`src/rtl/uart_tx_byte_if.sv`:
```
// rtl/uart_tx_byte_if.sv - byte handshake between the I/O block and the UART transmitter
interface uart_tx_byte_if;
   logic [7:0] data_in;
   logic       data_valid;
   logic       data_ready;

   modport master (output data_in, output data_valid, input data_ready);
   modport slave  (input data_in, input data_valid, output data_ready);
endinterface

```
`src/rtl/uart_tx_byte.sv`:
```
// rtl/uart_tx_byte.sv - UART frame transmitter: start, 8 data LSB first, optional even parity, one stop
module uart_tx_byte #(
   parameter int unsigned CLKS_PER_BIT = 434,
   parameter bit          PARITY_EN    = 1'b0
) (
   input  logic           clk,
   input  logic           rst_n,
   uart_tx_byte_if.slave  bus,
   output logic           tx,
   output logic           busy
);
   localparam int unsigned CW = (CLKS_PER_BIT > 1) ? $clog2(CLKS_PER_BIT) : 1;
   localparam logic [CW-1:0] LAST = CW'(CLKS_PER_BIT - 1);

   typedef enum logic [2:0] {IDLE, START, DATA, PARITY, STOP} state_t;

   state_t          state_q, state_d;
   logic [CW-1:0]   cnt_q, cnt_d;
   logic [2:0]      bit_q, bit_d;
   logic [7:0]      shift_q, shift_d;
   logic            par_q, par_d;
   logic            tx_q, tx_d;
   logic            at_last;

   assign at_last        = (cnt_q == LAST);
   assign bus.data_ready = (state_q == IDLE);
   assign busy           = (state_q != IDLE);
   assign tx             = tx_q;

   always_ff @(posedge clk or negedge rst_n) begin
      if (!rst_n) begin
         state_q <= IDLE;
         cnt_q   <= '0;
         bit_q   <= '0;
         shift_q <= '0;
         par_q   <= 1'b0;
         tx_q    <= 1'b1;
      end else begin
         state_q <= state_d;
         cnt_q   <= cnt_d;
         bit_q   <= bit_d;
         shift_q <= shift_d;
         par_q   <= par_d;
         tx_q    <= tx_d;
      end
   end

   always_comb begin
      state_d = state_q;
      cnt_d   = cnt_q;
      bit_d   = bit_q;
      shift_d = shift_q;
      par_d   = par_q;
      tx_d    = tx_q;

      if (state_q != IDLE) begin
         cnt_d = at_last ? '0 : cnt_q + 1'b1;
      end

      unique case (state_q)
         IDLE: begin
            tx_d = 1'b1;
            if (bus.data_valid) begin
               // parity is captured here because the shift register is consumed bit by bit
               shift_d = bus.data_in;
               par_d   = ^bus.data_in;
               cnt_d   = '0;
               bit_d   = '0;
               state_d = START;
               tx_d    = 1'b0;
            end
         end
         START: begin
            if (at_last) begin
               state_d = DATA;
               tx_d    = shift_q[0];
            end
         end
         DATA: begin
            if (at_last) begin
               shift_d = shift_q >> 1;
               bit_d   = bit_q + 3'd1;
               if (bit_q == 3'd7) begin
                  state_d = PARITY_EN ? PARITY : STOP;
                  tx_d    = PARITY_EN ? par_q : 1'b1;
               end else begin
                  tx_d = shift_q[1];
               end
            end
         end
         PARITY: begin
            if (at_last) begin
               state_d = STOP;
               tx_d    = 1'b1;
            end
         end
         STOP: begin
            tx_d = 1'b1;
            if (at_last) begin
               state_d = IDLE;
            end
         end
         default: begin
            state_d = IDLE;
            tx_d    = 1'b1;
         end
      endcase
   end
endmodule
```
`src/flat_wrapper.sv`:
```
// flat-port wrapper written by rule: the top's interface ports become plain ports
module uart_tx_byte_flat 
#(
   parameter int unsigned CLKS_PER_BIT = 434,
   parameter bit          PARITY_EN    = 1'b0
)
  (clk, rst_n, tx, busy, bus_data_in, bus_data_valid, bus_data_ready);
  uart_tx_byte_if bus_i ();
  input  logic clk;
  input  logic rst_n;
  output logic tx;
  output logic busy;
  input wire logic [$bits(bus_i.data_in)-1:0] bus_data_in;
  input wire logic [$bits(bus_i.data_valid)-1:0] bus_data_valid;
  output wire logic [$bits(bus_i.data_ready)-1:0] bus_data_ready;
  assign bus_i.data_in = bus_data_in;
  assign bus_i.data_valid = bus_data_valid;
  assign bus_data_ready = bus_i.data_ready;
  uart_tx_byte #(.CLKS_PER_BIT(CLKS_PER_BIT), .PARITY_EN(PARITY_EN)) u_core (.clk(clk), .rst_n(rst_n), .bus(bus_i), .tx(tx), .busy(busy));
endmodule
```
`config.mk`:
```
export PLATFORM = sky130hd
export DESIGN_NAME = uart_tx_byte_flat
export DESIGN_NICKNAME = d
export VERILOG_FILES = /design/src/rtl/uart_tx_byte_if.sv /design/src/rtl/uart_tx_byte.sv /design/src/flat_wrapper.sv
export SDC_FILE = /design/constraint.sdc
export NUM_CORES = 1
export LEC_CHECK = 0
export ABC_AREA = 1
export CAP_MARGIN = 40
export CORE_AREA = 8 8 75 77
export CTS_BUF_LIST = sky130_fd_sc_hd__clkbuf_8
export DETAILED_ROUTE_END_ITERATION = 6
export DIE_AREA = 0 0 83 85
export GPL_TIMING_DRIVEN = 0
export PLACE_DENSITY = 0.62
export SYNTH_ARGS = -nofsm -noshare
export SYNTH_HDL_FRONTEND = slang
export SYNTH_SLANG_ARGS = --single-unit
export TNS_END_PERCENT = 30
```
`constraint.sdc`:
```
create_clock -name clk -period 1.9 [get_ports clk]
set_clock_uncertainty 0.15 [all_clocks]
set_input_delay 0.19 -clock clk [delete_from_list [all_inputs] [get_ports clk]]
set_output_delay 0.19 -clock clk [all_outputs]
set_load 0.1 [all_outputs]
```
After elaboration in Yosys (flattened, before gate mapping)
Index checks and enable logic that the tools add are counted.
Widths: inputs -> output; s select.
{"block": "op_classes", "add_sub_neg": 2, "eq_ne": 12, "muxes": 23, "n_reduce_logical": 6}
{"operator": "$mux 9", "count": 4}
{"operator": "$mux 3", "count": 8}
{"operator": "$mux 8", "count": 2}
{"operator": "$pmux 8 s2", "count": 1}
{"operator": "$pmux 3 s5", "count": 1}
{"operator": "$ne 2x1->1 const B", "count": 5}
{"operator": "$add 9x1->9 const B", "count": 1}
{"operator": "$eq 9x9->1 const B", "count": 1}
{"operator": "$eq 3x2->1 const B", "count": 2}
{"operator": "$eq 3x3->1 const B", "count": 2}
{"operator": "$pmux 3 s2", "count": 1}
{"operator": "$reduce_and 3->1", "count": 2}
{"operator": "$reduce_and 6->1", "count": 1}
{"operator": "$mux 1", "count": 5}
{"operator": "$pmux 1 s4", "count": 1}
{"operator": "$add 3x1->3 const B", "count": 1}
{"operator": "$eq 3x1->1 const B", "count": 1}
{"operator": "$logic_not 3->1", "count": 1}
{"operator": "$reduce_bool 3->1", "count": 1}
{"operator": "$ne 2x2->1 const B", "count": 1}
{"operator": "$reduce_bool 2->1", "count": 1}
{"block": "word_totals", "register_bits": 24, "inputBits": 11, "output_inout_bits": 3, "wordCells": 48}

Depth between registers and ports, before layout
{"block": "logic_depth", "depth_word": 5, "ltp_mapped": 10}

Worst setup path after synthesis
OpenSTA, ideal clock, no wires.
{"block": "synth_path", "kind": "reg-to-reg", "start": "register u_core.state_q[0]", "end": "register u_core.cnt_q[7]", "arrival_time_ns": 1.850, "required_time_ns": 1.681, "slack_ns": -0.169, "stages_incl_launch_ff": 6, "path_buffers": 0, "path_cell_list": "dfrtp_1 -> nor2_8 -> nand2_4 -> inv_1 -> nand3_1 -> nand2_1"}
{"block": "synth_between", "elab_chain_cells": 4, "word_cells_on_any_way": 5, "classes_between": "3 x mux; 2 x reduce/logical"}
{"item": "from (decl)", "line": "uart_tx_byte.sv:17", "rtl": "state_t state_q, state_d;"}
{"item": "from (signal assigned)", "line": "uart_tx_byte.sv:39", "rtl": "state_q <= state_d;"}
{"item": "$reduce_bool 3->1 *"}
{"item": "via busy", "line": "flat_wrapper.sv:12", "rtl": "output logic busy;"}
{"item": "$mux 9 *", "line": "uart_tx_byte.sv:56", "rtl": "if (state_q != IDLE) begin"}
{"item": "$mux 9", "line": "uart_tx_byte.sv:63", "rtl": "if (bus.data_valid) begin"}
{"item": "$mux 9 *", "line": "uart_tx_byte.sv:60", "rtl": "unique case (state_q)"}
{"item": "via u_core.cnt_d[7]", "line": "uart_tx_byte.sv:18", "rtl": "logic [CW-1:0] cnt_q, cnt_d;"}
{"item": "to (signal assigned)", "line": "uart_tx_byte.sv:40", "rtl": "cnt_q <= cnt_d;"}
{"item": "to (decl)", "line": "uart_tx_byte.sv:18"}
The timed path passes the listed nets; every way through them passes the cells marked *.
A chain may end at the register's enable or synchronous reset.

Final worst setup path
{"block": "layout_path", "start": "register u_core.tx_q, in the netlist u_core.tx", "end": "output tx"}
{"item": "from (decl)", "line": "uart_tx_byte.sv:22", "rtl": "logic tx_q, tx_d;"}
{"item": "from (signal assigned)", "line": "uart_tx_byte.sv:44", "rtl": "tx_q <= tx_d;"}
{"item": "to (decl)", "line": "flat_wrapper.sv:11", "rtl": "output logic tx;"}
No word-level cell between the ends.

==> flow_summary.toml <==
[run_status]
outcome = "finished clean"

[setup_path]
r2r_start = "u_core.cnt_q[1]"
worstPathRequired_ns = 1.56
r2r_slack_ns = 0.23
setup.worst_path.end_class = "output pin"
rr_worst_depth = 10
r2r_end = "u_core.shift_q[4]"
critPathKind = "reg -> out"
crit_fanout = 2
start_kind = "flip-flop"
arrival_ns = 1.51

[global_route]
grt_usage_pct = 10.4
antenna_found_initial = 0
grt_start_max_net_pins = 14
grt_pass1_vias = 1303
grt_pass1_wl_mm = 6.22
grt_overflow = 0

[routing]
wl_mm = 3.40
post_drt_wl_per_cell_um = 12.4
ant_nets = 0
drc_errors = 0
firstDrtPassIters = 4
vias = 1343
vias_per_cell = 4.90
drtIter0Drc = 125

[logic_synthesis]
synth.avg_cell_area_um2 = 7.66
syn_nets = 213
ys_seq_area_share_pct = 39.7
synth.distinct_cells = 29
netlist_instances = 198
syn-cell-area_um2 = 1520
synth_seq_cells = 24
yosys_warnings = 0

[floorplan]
core-area_um2 = 4540
pin_count = 14
die_w_um = 83
start_util_pct = 33.4
die_h_um = 85
die_area_um2 = 7060
core.rowCount = 25

[finish]
layout_commonest_cell = "nand2_1"
area_growth_pct = 22.8
antenna_cells = 0
nNetsFinal = 236
n_fill_cell = 452
final_area_um2 = 1860
drive_gt1_share_pct = 15.0
final_cell_mix = "nand2_1, nand3_1, dfrtp_1, inv_1, nand4_1"

[sta]
holdWs_ns = 0.152
fmax_mhz = 541
slew_viol_final = 0
maxSlewHeadroom_pct = 59.2
period_share_pct = 97.3
worst_pin_slew_ns = 0.611
rsz0062_at_grt = "no"
finalHoldViolCount = 0
setup_viol = 0
layout_min_cycle_time_ns = 1.85

[clocking]
htree_num_levels = 1
cts_sinks = 24
numCtsBuffers = 3
root_buffer = "clkbuf_8"
worstSkewPairLatency_ns = 0.26
cts_tree = "done"
path_clk_slew_ns = 0.09
cts_buffer_depth = 2

[job]
maxCapViolCount = 0

[power_and_ir_drop]
ir_drop_mv = 0.601
p_per_area_nw_per_um2 = 1550
p_leak_nw = 0.891

[placement]
port_buffers = 13
gp_congestion = 0.826
placed_cell_area_um2 = 1790
hpwl_mm = 2.53

[worst_hold_path]
hp-class = "in -> async"
Yosys cell counts:
cell	count	share of area, %
or2_2	1	0.41
xnor2_1	1	0.58
inv_1	19	4.7
dfstp_2	1	1.7
nand2_2	4	1.6
nor2_1	7	1.7
inv_2	1	0.25
nand3_4	2	2.3
buf_6	3	2.2
nand3b_1	1	0.50
buf_4	1	0.50
a31oi_1	1	0.41
nor2_2	1	0.41
dfrtp_1	23	38
nand2_4	2	1.5
o22ai_1	3	1.2
o21ai_1	2	0.66
clkbuf_8	2	1.8
xor2_1	1	0.58
nor3b_1	1	0.50
nor3_1	4	1.3
nand4_1	12	5.0
o21ai_0	10	3.3
a21oi_1	2	0.66
nor2_8	1	1.3
clkbuf_1	1	0.25
ha_1	4	3.3
nand3_1	21	6.9
nand2_1	66	16
per-layer routing:
layer | share of wire [%] | wire [um] | track usage (%) | vias up
li1 | - | - | - | 703
met1 | 50 | 1710 | 13.9 | 611
met2 | 46 | 1550 | 16.3 | 27
met3 | 3.5 | 120 | 2.68 | 2
met4 | 0.53 | 18 | 1.92 | 0
met5 | 0 | 0 | 0 | -
power by group:
group / internal, mW / switching (mW)
clock network: 0.185 / 0.163
logic: 0.640 / 1.05
registers: 0.691 / 0.157
total: 1.52 / 1.37
worst max-delay path by stage:
stage                                  from                 to  slack, ns  depth (start not counted)
after floorplan           u_core.state_q[2]  u_core.state_q[0]       0.08                          5
after global placement    u_core.state_q[0]     bus_data_ready      -0.51                          4
after detailed placement  u_core.state_q[2]     bus_data_ready      -0.08                          5
after CTS                         u_core.tx                 tx       0.03                          2
after global routing              u_core.tx                 tx      0.005                          2
final                             u_core.tx                 tx       0.05                          2
logic make-up after synthesis:
| logic type | Yosys count | synth area share, % |
|---|---|---|
| and+or+nand+nor | 123 | 39.9 |
| adders and majority gates | 4 | 3.30 |
| DFF | 24 | 39.7 |
| AOI/OAI and AO/OA | 18 | 6.27 |
| xor gates and xnor gates | 2 | 1.16 |
| buffers and inverters | 27 | 9.74 |
cell type report:
class / instances / area (um2) / area share, %
clock buffer: 4 / 55.1 / 2.96
buffer: 7 / 72.6 / 3.90
multi-input combinational: 147 / 776 / 41.7
tap: 54 / 67.6 / 3.63
sequential: 24 / 606 / 32.5
timing repair buffer: 18 / 204 / 11.0
inverter: 20 / 81.3 / 4.37
critical path: stages, from the launching register on:
cell	delay (ns)
dfstp_2	0.54
clkdlybuf4s50_1	0.50
buf_8	0.20
flip-flops by register name, summed over array words and instances, names as in the netlist:
register	flops
u_core.cnt_q	9
u_core.bit_q	3
u_core.state_q	3
u_core.tx	1
u_core.shift_q	8
through the flow:
step / total power [mW] / cells / setup WS (ns) / util [%] / TNS (ns)
floorplan: 2.05 / 198 / 0.0798 / - / 0
global placement: 2.39 / 265 / -0.508 / 38.1 / -0.907
detailed placement: 2.52 / 269 / -0.0773 / 39.4 / -0.0773
CTS: 2.92 / 274 / 0.0322 / 41.0 / 0
global route: 3.14 / 274 / 0.00497 / 41.0 / 0
finish: 2.89 / 274 / 0.0510 / 41.0 / 0
what timing repair did:
| action | CTS | global route |
|---|---|---|
| buffers inserted | 2 | 0 |
| hold buffers | 0 | 0 |
| gates resized for setup | 7 | 0 |
| endpoints found under the setup margin | 2 | 0 |
Power figures use the tool's default switching activity.
